## src/rtl/tmds_pkg.sv

```systemverilog
// tmds_pkg: TMDS control tokens, alignment FSM states and decoded-word types
// shared by the channel decoder and any later multi-channel aligner.
package tmds_pkg;
    localparam logic [9:0] CTRL_00 = 10'b1101010100;
    localparam logic [9:0] CTRL_01 = 10'b0010101011;
    localparam logic [9:0] CTRL_10 = 10'b0101010100;
    localparam logic [9:0] CTRL_11 = 10'b1010101011;

    typedef enum logic [1:0] {SEARCH, VERIFY, LOCKED} align_state_t;

    typedef logic [1:0] ctrl_t;

    typedef struct packed {
        logic       is_ctrl;
        ctrl_t      ctrl;
        logic [7:0] data;
    } word_t;

    function automatic logic [3:0] transitions(input logic [9:0] w);
        logic [3:0] n;
        n = '0;
        for (int i = 0; i < 9; i++) n = n + 4'(w[i] ^ w[i+1]);
        return n;
    endfunction
endpackage

```

## src/rtl/tmds_decoder_if.sv

```systemverilog
// tmds_decoder_if: raw word input and decoded outputs of one TMDS channel.
interface tmds_decoder_if;
    logic [9:0]     tmds_in;
    logic [7:0]     data_out;
    tmds_pkg::ctrl_t control_out;
    logic           ve_out;
    logic           valid_out;
    logic           locked_out;
    logic           err_out;

    modport master (
        output tmds_in,
        input  data_out, control_out, ve_out, valid_out, locked_out, err_out
    );
    modport slave (
        input  tmds_in,
        output data_out, control_out, ve_out, valid_out, locked_out, err_out
    );
endinterface

```

## src/rtl/tmds_word_decode.sv

```systemverilog
// tmds_word_decode: combinational 10b->8b TMDS decode plus control-token match.
module tmds_word_decode
    import tmds_pkg::*;
(
    input  logic [9:0] word,
    output word_t      dec
);
    logic [7:0] d;
    logic [7:0] q;

    always_comb begin
        d    = word[9] ? ~word[7:0] : word[7:0];
        q    = '0;
        q[0] = d[0];
        for (int i = 1; i < 8; i++) q[i] = word[8] ? d[i] ^ d[i-1] : ~(d[i] ^ d[i-1]);
        dec.data    = q;
        dec.is_ctrl = word inside {CTRL_00, CTRL_01, CTRL_10, CTRL_11};
        dec.ctrl    = (word == CTRL_01) ? 2'd1 : (word == CTRL_10) ? 2'd2 : (word == CTRL_11) ? 2'd3 : 2'd0;
    end
endmodule

```

## src/rtl/tmds_decoder.sv

```systemverilog
// tmds_decoder: TMDS receive channel decoder with control-token word alignment.
// Define TMDS_DECODER_ERR_EN to build the transition-count error flag.
module tmds_decoder
    import tmds_pkg::*;
#(
    parameter int LOCK_COUNT  = 16,
    parameter int DWELL_WORDS = 2048,
    parameter int MAX_GAP     = 4096
) (
    input logic           clk_in,
    input logic           rst_in,
    tmds_decoder_if.slave bus
);
    localparam int RW = $clog2(LOCK_COUNT + 1);
    localparam int DW = $clog2(DWELL_WORDS + 1);
    localparam int GW = $clog2(MAX_GAP + 1);

    align_state_t  state, state_n;
    logic [3:0]    offset, offset_n, offset_inc;
    logic [RW-1:0] run, run_n;
    logic [DW-1:0] dwell, dwell_n;
    logic [GW-1:0] gap, gap_n;
    logic [9:0]    prev, aligned;
    logic [19:0]   window;
    word_t         dec, s1_dec;
    logic          s1_locked;

    assign window     = {bus.tmds_in, prev};
    assign aligned    = window[offset +: 10];
    assign offset_inc = (offset == 4'd9) ? 4'd0 : offset + 4'd1;

    tmds_word_decode u_dec (.word(aligned), .dec(dec));

    always_comb begin
        state_n  = state;
        offset_n = offset;
        run_n    = run;
        dwell_n  = dwell;
        gap_n    = gap;
        case (state)
            SEARCH: begin
                if (dec.is_ctrl) begin
                    state_n = VERIFY;
                    run_n   = RW'(1);
                end
            end
            VERIFY: begin
                if (!dec.is_ctrl) begin
                    state_n = SEARCH;
                    run_n   = '0;
                end else if (run + RW'(1) == RW'(LOCK_COUNT)) begin
                    state_n = LOCKED;
                    run_n   = '0;
                end else begin
                    run_n = run + RW'(1);
                end
            end
            default: begin
                if (dec.is_ctrl) begin
                    gap_n = '0;
                end else if (gap + GW'(1) == GW'(MAX_GAP)) begin
                    state_n  = SEARCH;
                    offset_n = offset_inc;
                    gap_n    = '0;
                end else begin
                    gap_n = gap + GW'(1);
                end
            end
        endcase
        // Dwell expiry only applies while hunting; completing lock takes priority.
        if (state != LOCKED) begin
            if (state_n == LOCKED) begin
                dwell_n = '0;
            end else if (dwell + DW'(1) == DW'(DWELL_WORDS)) begin
                dwell_n  = '0;
                offset_n = offset_inc;
                state_n  = SEARCH;
                run_n    = '0;
            end else begin
                dwell_n = dwell + DW'(1);
            end
        end
    end

    always_ff @(posedge clk_in) begin
        if (rst_in) begin
            state           <= SEARCH;
            offset          <= '0;
            run             <= '0;
            dwell           <= '0;
            gap             <= '0;
            prev            <= '0;
            s1_dec          <= '0;
            s1_locked       <= 1'b0;
            bus.data_out    <= '0;
            bus.control_out <= '0;
            bus.ve_out      <= 1'b0;
            bus.valid_out   <= 1'b0;
        end else begin
            state           <= state_n;
            offset          <= offset_n;
            run             <= run_n;
            dwell           <= dwell_n;
            gap             <= gap_n;
            prev            <= bus.tmds_in;
            s1_dec          <= dec;
            s1_locked       <= state == LOCKED;
            bus.data_out    <= s1_dec.is_ctrl ? 8'h00 : s1_dec.data;
            bus.control_out <= s1_dec.is_ctrl ? s1_dec.ctrl : bus.control_out;
            bus.ve_out      <= !s1_dec.is_ctrl;
            bus.valid_out   <= s1_locked;
        end
    end

    assign bus.locked_out = state == LOCKED;

`ifdef TMDS_DECODER_ERR_EN
    logic [3:0] s1_trans;

    always_ff @(posedge clk_in) begin
        if (rst_in) begin
            s1_trans    <= '0;
            bus.err_out <= 1'b0;
        end else begin
            s1_trans    <= transitions(aligned);
            bus.err_out <= s1_locked && !s1_dec.is_ctrl && s1_trans >= 4'd7;
        end
    end
`else
    assign bus.err_out = 1'b0;
`endif
endmodule

```

## src/flat_wrapper.sv

```systemverilog
// flat-port wrapper written by rule: the top's interface ports become plain ports
module tmds_decoder_flat import tmds_pkg::*;
#(
    parameter int LOCK_COUNT  = 16,
    parameter int DWELL_WORDS = 2048,
    parameter int MAX_GAP     = 4096
)
  (clk_in, rst_in, bus_tmds_in, bus_data_out, bus_control_out, bus_ve_out, bus_valid_out, bus_locked_out, bus_err_out);
  tmds_decoder_if bus_i ();
  input logic clk_in;
  input logic rst_in;
  input wire logic [$bits(bus_i.tmds_in)-1:0] bus_tmds_in;
  output wire logic [$bits(bus_i.data_out)-1:0] bus_data_out;
  output wire logic [$bits(bus_i.control_out)-1:0] bus_control_out;
  output wire logic [$bits(bus_i.ve_out)-1:0] bus_ve_out;
  output wire logic [$bits(bus_i.valid_out)-1:0] bus_valid_out;
  output wire logic [$bits(bus_i.locked_out)-1:0] bus_locked_out;
  output wire logic [$bits(bus_i.err_out)-1:0] bus_err_out;
  assign bus_i.tmds_in = bus_tmds_in;
  assign bus_data_out = bus_i.data_out;
  assign bus_control_out = bus_i.control_out;
  assign bus_ve_out = bus_i.ve_out;
  assign bus_valid_out = bus_i.valid_out;
  assign bus_locked_out = bus_i.locked_out;
  assign bus_err_out = bus_i.err_out;
  tmds_decoder #(.LOCK_COUNT(LOCK_COUNT), .DWELL_WORDS(DWELL_WORDS), .MAX_GAP(MAX_GAP)) u_core (.clk_in(clk_in), .rst_in(rst_in), .bus(bus_i));
endmodule
```

## config.mk

```make
export PLATFORM = sky130hd
export DESIGN_NAME = tmds_decoder_flat
export DESIGN_NICKNAME = d
export VERILOG_FILES = /design/src/rtl/tmds_pkg.sv /design/src/rtl/tmds_decoder_if.sv /design/src/rtl/tmds_word_decode.sv /design/src/rtl/tmds_decoder.sv /design/src/flat_wrapper.sv
export SDC_FILE = /design/constraint.sdc
export NUM_CORES = 1
export LEC_CHECK = 0
export CAP_MARGIN = 10
export CORE_MARGIN = 5
export CORE_UTILIZATION = 45
export CTS_BUF_LIST = sky130_fd_sc_hd__clkbuf_4
export DETAILED_ROUTE_END_ITERATION = 7
export GPL_TIMING_DRIVEN = 0
export PLACE_DENSITY = 0.75
export SETUP_SLACK_MARGIN = 0.4
export SLEW_MARGIN = 25
export SYNTH_ARGS = -nofsm -noshare
export SYNTH_HDL_FRONTEND = slang
export SYNTH_HIERARCHICAL = 1
export SYNTH_SLANG_ARGS = --single-unit
export TNS_END_PERCENT = 100
```

## constraint.sdc

```tcl
create_clock -name clk_in -period 9.5 [get_ports clk_in]
set_input_delay 0.95 -clock clk_in [delete_from_list [all_inputs] [get_ports clk_in]]
set_output_delay 0.95 -clock clk_in [all_outputs]
set_load 0.05 [all_outputs]
```

==> results.txt, run 1 <==
status = complete, no violations
#FFs+latches synth = 70
combinational share of power = 0.099
mux cell area share after synthesis = 0.106
H-tree levels = 3
CP max FO = 10
Crit Path Class = reg2reg
filler instances = 825
Clock Tree Buf Depth = 2
Async SR Flop Fraction = 0
PwrDens = 131 nW/µm²
compound-cell area share of the yosys netlist = 0.154
grt total ovfl = 0
critical path startpoint category = register
Post-Layout Inst Area = 4630 µm²
type of the worst min-delay path = reg2reg
Routability Congestion = 0.935
Die H = 105 µm
crit path time final = 5050 ps
setup ws final = 4450 ps
top post-synthesis cells by area = dfxtp_1 34%, nor2b_1 4.9%, mux4_2 4.4%
power share of the clock group = 0.393
dominant cell type by area after synthesis = dfxtp_1
Post-synth EDFFs = 0
CTS resizes = 0
Setup Buffers After CTS = 0
period utilization = 0.531
Synth Area in Simple Gates = 0.287
Area Growth Syn to Fin = 13.6%
total power = 0.605 mW
vias per inst = 5.73
Site Rows = 34
total core area = 8760 µm²
final core occ = 0.528
Mapped Cells = 481
leakage = 1.66 nW
Slew headroom = 0.643
initial cell density of the core = 0.465
clk root buf = clkbuf_4
Met3 Wirelength = 510 µm
Worst R2R Start = u_core/offset[1]
met2 routed WL = 4.31 mm
Worst IR Drop VDD = 0.0000654 V
combinational family with the most area after synthesis = simple AND/OR/NAND/NOR gates
all-layer global routing usage = 0.162
Top FF cell, synth = dfxtp_1
YS warnings = 6
# clock sinks = 70
Hold Slack = 435 ps
Worst Path Arrival = 5350 ps
DP Cell Count = 613
Seq/Total Area, Yosys = 0.344
initial antenna violation count = 0
count of input and output buffers = 24
Post-DP HPWL = 6.49 mm
worst hold start = u_core/s1_dec[3]
Die X = 105 µm
syn nets = 496
Worst EP required = 9800 ps
most common cell after layout, fill and taps aside = dfxtp_1
Placed Area = 4450 µm²
Final setup viols = 0
Clk Latency, worst-skew pair = 410 ps
ant diodes = 0
first-pass GRT wire length = 15.3 mm
switching share of power = 0.236
Antenna Nets Post-Route = 0
Post-Syn Area per Cell = 8.47 µm²
die area = 11,100 µm²
Layout Cells excl Fill = 629
pin count of the biggest net entering global routing = 13
Yosys cell types = 62
Sum Neg Setup Slack = 0 ps
Reg clk slew, reported paths = 120 ps
Synth top area share = 0.344
Remaining DRCs = 0
Inserted Clock Buffers = 9
Max Clk Rate = 198 MHz
Adder-Cell Fraction of Synth Area = 0.00921
crit path from = u_core/offset[1]
Flop pwr share = 0.508
DP Worst Slack = 4180 ps
Final Skew = 13.5 ps
M1 WL = 3.98 mm
Starting DRT DRC Count = 251
hold buffers post-CTS = 0
DRT Wirelength = 8.92 mm
layout net count = 531
vias in the first global route = 3,383
Fin. Hold Viols = 0
Syn Std Cell Area = 4080 µm²
CTS tree = built
nature of the critical path endpoint = register
Worst-Margin Slew = 534 ps
Max Slew Vio Count = 0
IO Pins = 26
RSZ-0062 raised after global routing = no
internal power = 0.462 mW
Top Layer Used = met4
# Max-Cap Violations = 0
detailed-route via count = 3,603
share of cells above drive strength 1 = 0.113
Psw = 0.143 mW
Routed WL per cell = 14.2 µm
XOR/XNOR Fraction of Synth Area = 0.0451
commonest non-fill, non-tap cells in the layout = 70 x dfxtp_1, 43 x nand2_1, 41 x nor2_1
Pre-antenna DRT Iters = 6
## power by group through the flow
stage          Sequential [mW]  Clock, mW  Combinational (mW)
2_1_floorplan            0.322          0              0.0335
3_3_place_gp             0.313          0              0.0587
4_1_cts                  0.307      0.246              0.0601
3_5_place_dp             0.314          0              0.0597
6_report                 0.307      0.237              0.0600
5_1_grt                  0.308      0.259              0.0654
## layer usage
metal,global-route usage,vias to the layer above
li1,-,1788
met1,0.208,1694
met2,0.262,111
met3,0.0395,10
met4,0.0630,0
met5,0,-
## worst paths after layout
check | end | slack [ps] | cells after the start
max | u_core/dwell[10] | 4450 | 20
min | u_core/bus.data_out[3] | 440 | 1
max reg2reg | u_core/dwell[10] | 4450 | 20
min reg2reg | u_core/bus.data_out[3] | 440 | 1
## registers in the layout, indices dropped and copies added, names as in the netlist
name / count
u_core/gap: 13
u_core/state: 2
u_core/offset: 4
u_core/dwell: 12
u_core/bus.ve_out: 1
u_core/s1_dec: 11
u_core/bus.data_out: 8
u_core/prev: 10
u_core/bus.control_out: 2
u_core/s1_locked: 1
u_core/bus.valid_out: 1
u_core/run: 5
## synthesized netlist by cell type (all sizes together), types with 11 or more instances
cell	count
nor2b	32
nand3	18
xnor2	11
and2	13
nor2	41
o21ai	31
clkbuf	16
buf	16
a21oi	32
dfxtp	70
nand2	43
mux2i	16
## cell type report
cell class	count	area, µm²	share of cell area
multi-input combinational	368	2450	0.530
sequential	70	1400	0.303
inverter	11	43.8	0.00946
tap	108	135	0.0292
buffer	32	178	0.0384
timing repair buffer	24	240	0.0519
clock inverter	7	113	0.0243
clock buffer	9	67.6	0.0146
## logic make-up after synthesis
kind of cell,Yosys count
adder cells (fa/ha/maj),3
flip-flops,70
other,1
AO/OA/AOI/OAI,101
XOR/XNOR,21
AND/OR/NAND/NOR,210
buffers and inverters,43
multiplexers,32
## critical path: stages (launching register included)
cell       delay [ps]
dfxtp_1           330
clkbuf_1          270
buf_2             340
clkbuf_1          420
mux4_2            380
nor2_1            100
a21oi_1            50
mux2_2            350
nand4bb_1         210
nor3b_1           330
a31o_1            190
buf_2             220
nand2_1           140
nor2_1            230
a31oi_1           220
nand2b_1          130
clkbuf_1          330
clkbuf_1          370
nor2_1             60
o21ai_0           170
o31ai_1            90
Note: power is estimated with default switching activity, not from simulation.
==> run 2: changes to the inputs <==
--- a/config.mk
+++ b/config.mk
@@ -11,7 +11,7 @@
 export CTS_BUF_LIST = sky130_fd_sc_hd__clkbuf_4
 export DETAILED_ROUTE_END_ITERATION = 7
 export GPL_TIMING_DRIVEN = 0
-export PLACE_DENSITY = 0.75
+export PLACE_DENSITY = 0.78
 export SETUP_SLACK_MARGIN = 0.4
 export SLEW_MARGIN = 25
 export SYNTH_ARGS = -nofsm -noshare
==> constraint.sdc (replaced) <==
create_clock -name clk_in -period 4.4 [get_ports clk_in]
set_input_delay 0.44 -clock clk_in [delete_from_list [all_inputs] [get_ports clk_in]]
set_output_delay 0.44 -clock clk_in [all_outputs]
set_load 0.05 [all_outputs]
==> results.txt, run 2 (synthesis gave the netlist of run 1 again) <==
status = complete, no violations
all-layer global routing usage = 0.169
most common cell after layout, fill and taps aside = dfxtp_1
CTS tree = built
vias in the first global route = 3,374
hold buffers post-CTS = 0
Largest register FFs = 13
Multi-input gate area = 2510 µm²
layout net count = 532
crit-path max cell delay = 480 ps
Clock Tree Buf Depth = 2
ant diodes = 0
count of input and output buffers = 24
pin count of the biggest net entering global routing = 14
Routed WL per cell = 14.9 µm
Clk Latency, worst-skew pair = 420 ps
Max Slew Vio Count = 0
total core area = 8760 µm²
# Max-Cap Violations = 0
Die X = 105 µm
initial cell density of the core = 0.465
Worst EP required = 4710 ps
Antenna Nets Post-Route = 0
FF+latch area = 1400 µm²
Site Rows = 34
Placed Area = 4460 µm²
worst path bufs/invs = 5
PwrDens = 270 nW/µm²
most used cell, CP = buf_4
Inserted Clock Buffers = 9
DRT Wirelength = 9.41 mm
die area = 11,100 µm²
type of the worst min-delay path = reg2reg
Largest Register = u_core/gap
Fin. Hold Viols = 0
Worst IR Drop VDD = 0.000188 V
Slew headroom = 0.625
Top delay family on crit path = simple AND/OR/NAND/NOR gates
CP Cell Sequence = buf_4, buf_12, mux2i_4, inv_1, mux4_2, mux2_4, nand4bb_1, nor3b_2, a31o_1, buf_4, nand2_2, nor2_4, a31oi_2, nand2b_1, buf_4, nor2_1, and3_1, a211o_1
worst flop-to-flop path endpoint = u_core/dwell[6]
Die H = 105 µm
Post-DP HPWL = 6.77 mm
Routability Congestion = 0.912
Worst Path Arrival = 4180 ps
commonest non-fill, non-tap cells in the layout = 70 x dfxtp_1, 41 x nand2_1, 40 x nor2_1
vias per inst = 5.77
Hold Slack = 439 ps
detailed-route via count = 3,638
largest registers = u_core/gap: 13 flops, u_core/dwell: 12 flops, u_core/s1_dec: 11 flops
nature of the critical path endpoint = register
Final setup viols = 0
Final Skew = 21.0 ps
leakage = 1.68 nW
Layout Cells excl Fill = 630
grt total ovfl = 0
Remaining DRCs = 0
Post-Layout Inst Area = 4720 µm²
Crit Path Class = reg2reg
initial antenna violation count = 0
Hold Path Stages = 1
RSZ-0062 raised after global routing = yes
Critical-path top delay cell = mux4_2
first-pass GRT wire length = 15.7 mm
# clock sinks = 70
filler instances = 804
IO Pins = 26
Pre-antenna DRT Iters = 6
CP max FO = 10
Max Clk Rate = 258 MHz
Starting DRT DRC Count = 224
worst hold start = u_core/s1_dec[3]
crit path time final = 3870 ps
clk root buf = clkbuf_4
share of cells above drive strength 1 = 0.146
DP Cell Count = 613
Hold Path End = u_core/bus.data_out[3]
Worst-Margin Slew = 560 ps
setup slack, reg-to-reg = 530 ps
Reg clk slew, reported paths = 130 ps
period utilization = 0.880
Area Growth Syn to Fin = 15.8%
Worst R2R Start = u_core/offset[1]
H-tree levels = 3
R2R cell count = 18
total power = 1.27 mW
critical path startpoint category = register
## run 2: cell count changes in the layout (fill, tap and decap cells not counted), sizes merged
cell / previous run / this run
buf: 16 / 19
bufinv: 3 / 2
clkbuf: 25 / 23
clkinv: 6 / 4
clkinvlp: 0 / 2
inv: 9 / 10
## run 2: where the power goes
part	internal (mW)	leakage (nW)	total (mW)	switching [mW]
Clock	0.232	0.0825	0.477	0.245
Sequential	0.654	0.571	0.664	0.00989
Combinational	0.0616	1.03	0.134	0.0729
Total	0.947	1.68	1.27	0.328
## run 2: worst max-delay path by stage
| stage | from | end | cells past startpoint |
|---|---|---|---|
| final | u_core/offset[1] | u_core/dwell[6] | 18 |
| after global routing | u_core/offset[0] | u_core/dwell[6] | 16 |
| after CTS | u_core/offset[1] | u_core/dwell[6] | 18 |
| after detailed placement | bus_tmds_in[8] | u_core/dwell[10] | 17 |
| after global placement | bus_tmds_in[8] | u_core/dwell[6] | 16 |
| after floorplan | u_core/offset[1] | u_core/dwell[6] | 18 |
## run 2: per-layer routing
layer / GRT usage / share of wire
met1: 0.215 / 0.46
met4: 0.0639 / 0.018
met5: 0 / 0
met2: 0.283 / 0.48
met3: 0.0321 / 0.041
## run 2: final cells by class
type / instances / share of cell area
clock inverter: 7 / 0.0207
buffer: 32 / 0.0461
tap: 108 / 0.0286
clock buffer: 9 / 0.0143
sequential: 70 / 0.297
timing repair buffer: 25 / 0.0525
inverter: 11 / 0.00928
multi-input combinational: 368 / 0.531
## run 2: what timing repair did
action	CTS	global route
buffers inserted	0	1
setup endpoints to repair	23	15
resized for setup	13	16
pin swaps	1	2
## run 2: metrics by stage
stage	utilization	TNS, ps	setup WS (ps)
3_3_place_gp	0.508	-1040	-238
3_5_place_dp	0.508	-2110	-336
5_1_grt	0.538	0	377
6_report	0.538	0	527
2_1_floorplan	-	0	458
4_1_cts	0.532	0	426
==> run 3: changes to the inputs <==
--- a/config.mk
+++ b/config.mk
@@ -11,7 +11,7 @@
 export CTS_BUF_LIST = sky130_fd_sc_hd__clkbuf_4
 export DETAILED_ROUTE_END_ITERATION = 7
 export GPL_TIMING_DRIVEN = 0
-export PLACE_DENSITY = 0.78
+export PLACE_DENSITY = 0.75
 export SETUP_SLACK_MARGIN = 0.4
 export SLEW_MARGIN = 25
 export SYNTH_ARGS = -nofsm -noshare
==> constraint.sdc (replaced) <==
create_clock -name clk_in -period 4 [get_ports clk_in]
set_input_delay 0.4 -clock clk_in [delete_from_list [all_inputs] [get_ports clk_in]]
set_output_delay 0.4 -clock clk_in [all_outputs]
set_load 0.05 [all_outputs]
==> results.txt, run 3 (synthesis gave the netlist of run 1 again) <==
ant diodes = 0
die area = 11,100 µm²
DP Cell Count = 613
Layout Cells excl Fill = 653
Starting DRT DRC Count = 176
status = complete, no violations
Worst-Margin Slew = 640 ps
Slew headroom = 0.571
Antenna Nets Post-Route = 0
Max Slew Vio Count = 0
total core area = 8760 µm²
Clk Latency, worst-skew pair = 420 ps
Final Skew = 17.9 ps
Worst Path Arrival = 3890 ps
setup ws final = 413 ps
hold buffers post-CTS = 0
commonest non-fill, non-tap cells in the layout = 69 x dfxtp_1, 41 x nand2_1, 36 x nor2_1
crit path time final = 3590 ps
type of the worst min-delay path = reg2reg
critical path startpoint category = register
CTS tree = built
all-layer global routing usage = 0.170
count of input and output buffers = 24
Die H = 105 µm
Max Clk Rate = 279 MHz
Final setup viols = 0
first-pass GRT wire length = 15.9 mm
Remaining DRCs = 0
PwrDens = 283 nW/µm²
Inserted Clock Buffers = 9
# clock sinks = 70
Reg clk slew, reported paths = 110 ps
nature of the critical path endpoint = register
Fin. Hold Viols = 0
initial antenna violation count = 0
Area Growth Syn to Fin = 22.1%
share of cells above drive strength 1 = 0.198
Hold Slack = 438 ps
vias in the first global route = 3,438
Sum Neg Setup Slack = 0 ps
Post-DP HPWL = 6.49 mm
CP max FO = 6
filler instances = 811
DP Worst Slack = -320 ps
Routability Congestion = 0.944
Pre-antenna DRT Iters = 7
Die X = 105 µm
Clock Tree Buf Depth = 2
Worst IR Drop VDD = 0.000172 V
grt total ovfl = 0
IO Pins = 26
final core occ = 0.568
H-tree levels = 3
leakage = 1.83 nW
most common cell after layout, fill and taps aside = dfxtp_1
largest registers = u_core/gap: 13 flops, u_core/dwell: 12 flops, u_core/s1_dec: 11 flops
period utilization = 0.897
vias per inst = 5.60
Worst EP required = 4310 ps
Largest Register = u_core/gap
detailed-route via count = 3,659
pin count of the biggest net entering global routing = 14
# Max-Cap Violations = 0
Crit Path Class = reg2reg
clk root buf = clkbuf_4
Largest register FFs = 13
Multi-input gate area = 2570 µm²
layout net count = 555
Site Rows = 34
FF+latch area = 1400 µm²
initial cell density of the core = 0.465
Routed WL per cell = 14.3 µm
DRT Wirelength = 9.35 mm
RSZ-0062 raised after global routing = yes
run 3: what timing repair did:
item,in CTS,in global routing
resized for setup,19,29
endpoints found under the setup margin,25,22
gates cloned,0,0
setup buffers,15,9
pin swaps,4,10
run 3: power by group:
part / total [mW] / switching [mW] / internal (mW)
registers: 0.730 / 0.0112 / 0.719
logic: 0.158 / 0.0815 / 0.0765
clock network: 0.522 / 0.266 / 0.255
run 3: layer usage:
layer | global-route usage | share of wire
met1 | 0.224 | 0.45
met2 | 0.276 | 0.49
met3 | 0.0401 | 0.048
met4 | 0.0530 | 0.0087
met5 | 0 | 0
run 3: critical path, cell delays in order (launching register included):
cell and delay, ps:
dfxtp_2 350, buf_8 120, buf_8 130, mux2i_4 230, inv_1 60, mux4_2 490
mux2_4 280, nand4bb_1 190, nor3b_2 270, a31o_1 200, buf_6 120, nand2_4 60
nor2_4 130, a31oi_4 120, nand2b_1 120, clkbuf_8 160, nor2_4 50, and3_4 180
a211o_1 220
run 3: final cells by class:
type / count / area share
timing repair buffer: 48 / 0.0845
multi-input combinational: 368 / 0.517
sequential: 70 / 0.282
clock buffer: 9 / 0.0136
buffer: 32 / 0.0470
tap: 108 / 0.0271
inverter: 11 / 0.00955
clock inverter: 7 / 0.0199
run 3: path summary, 6_finish.rpt:
path         slack, ps                     end  cells past startpoint             start
max                410         u_core/dwell[6]                     18  u_core/offset[1]
min                440  u_core/bus.data_out[7]                      1  u_core/s1_dec[7]
max reg2reg        410         u_core/dwell[6]                     18  u_core/offset[1]
min reg2reg        440  u_core/bus.data_out[7]                      1  u_core/s1_dec[7]
run 3: per-stage QoR:
| stage | cell area, µm² | total power [mW] |
|---|---|---|
| after floorplan | 4100 | 0.844 |
| after global placement | 4470 | 0.884 |
| after detailed placement | 4470 | 0.888 |
| after CTS | 4820 | 1.42 |
| after global routing | 4980 | 1.49 |
| final | 4980 | 1.41 |
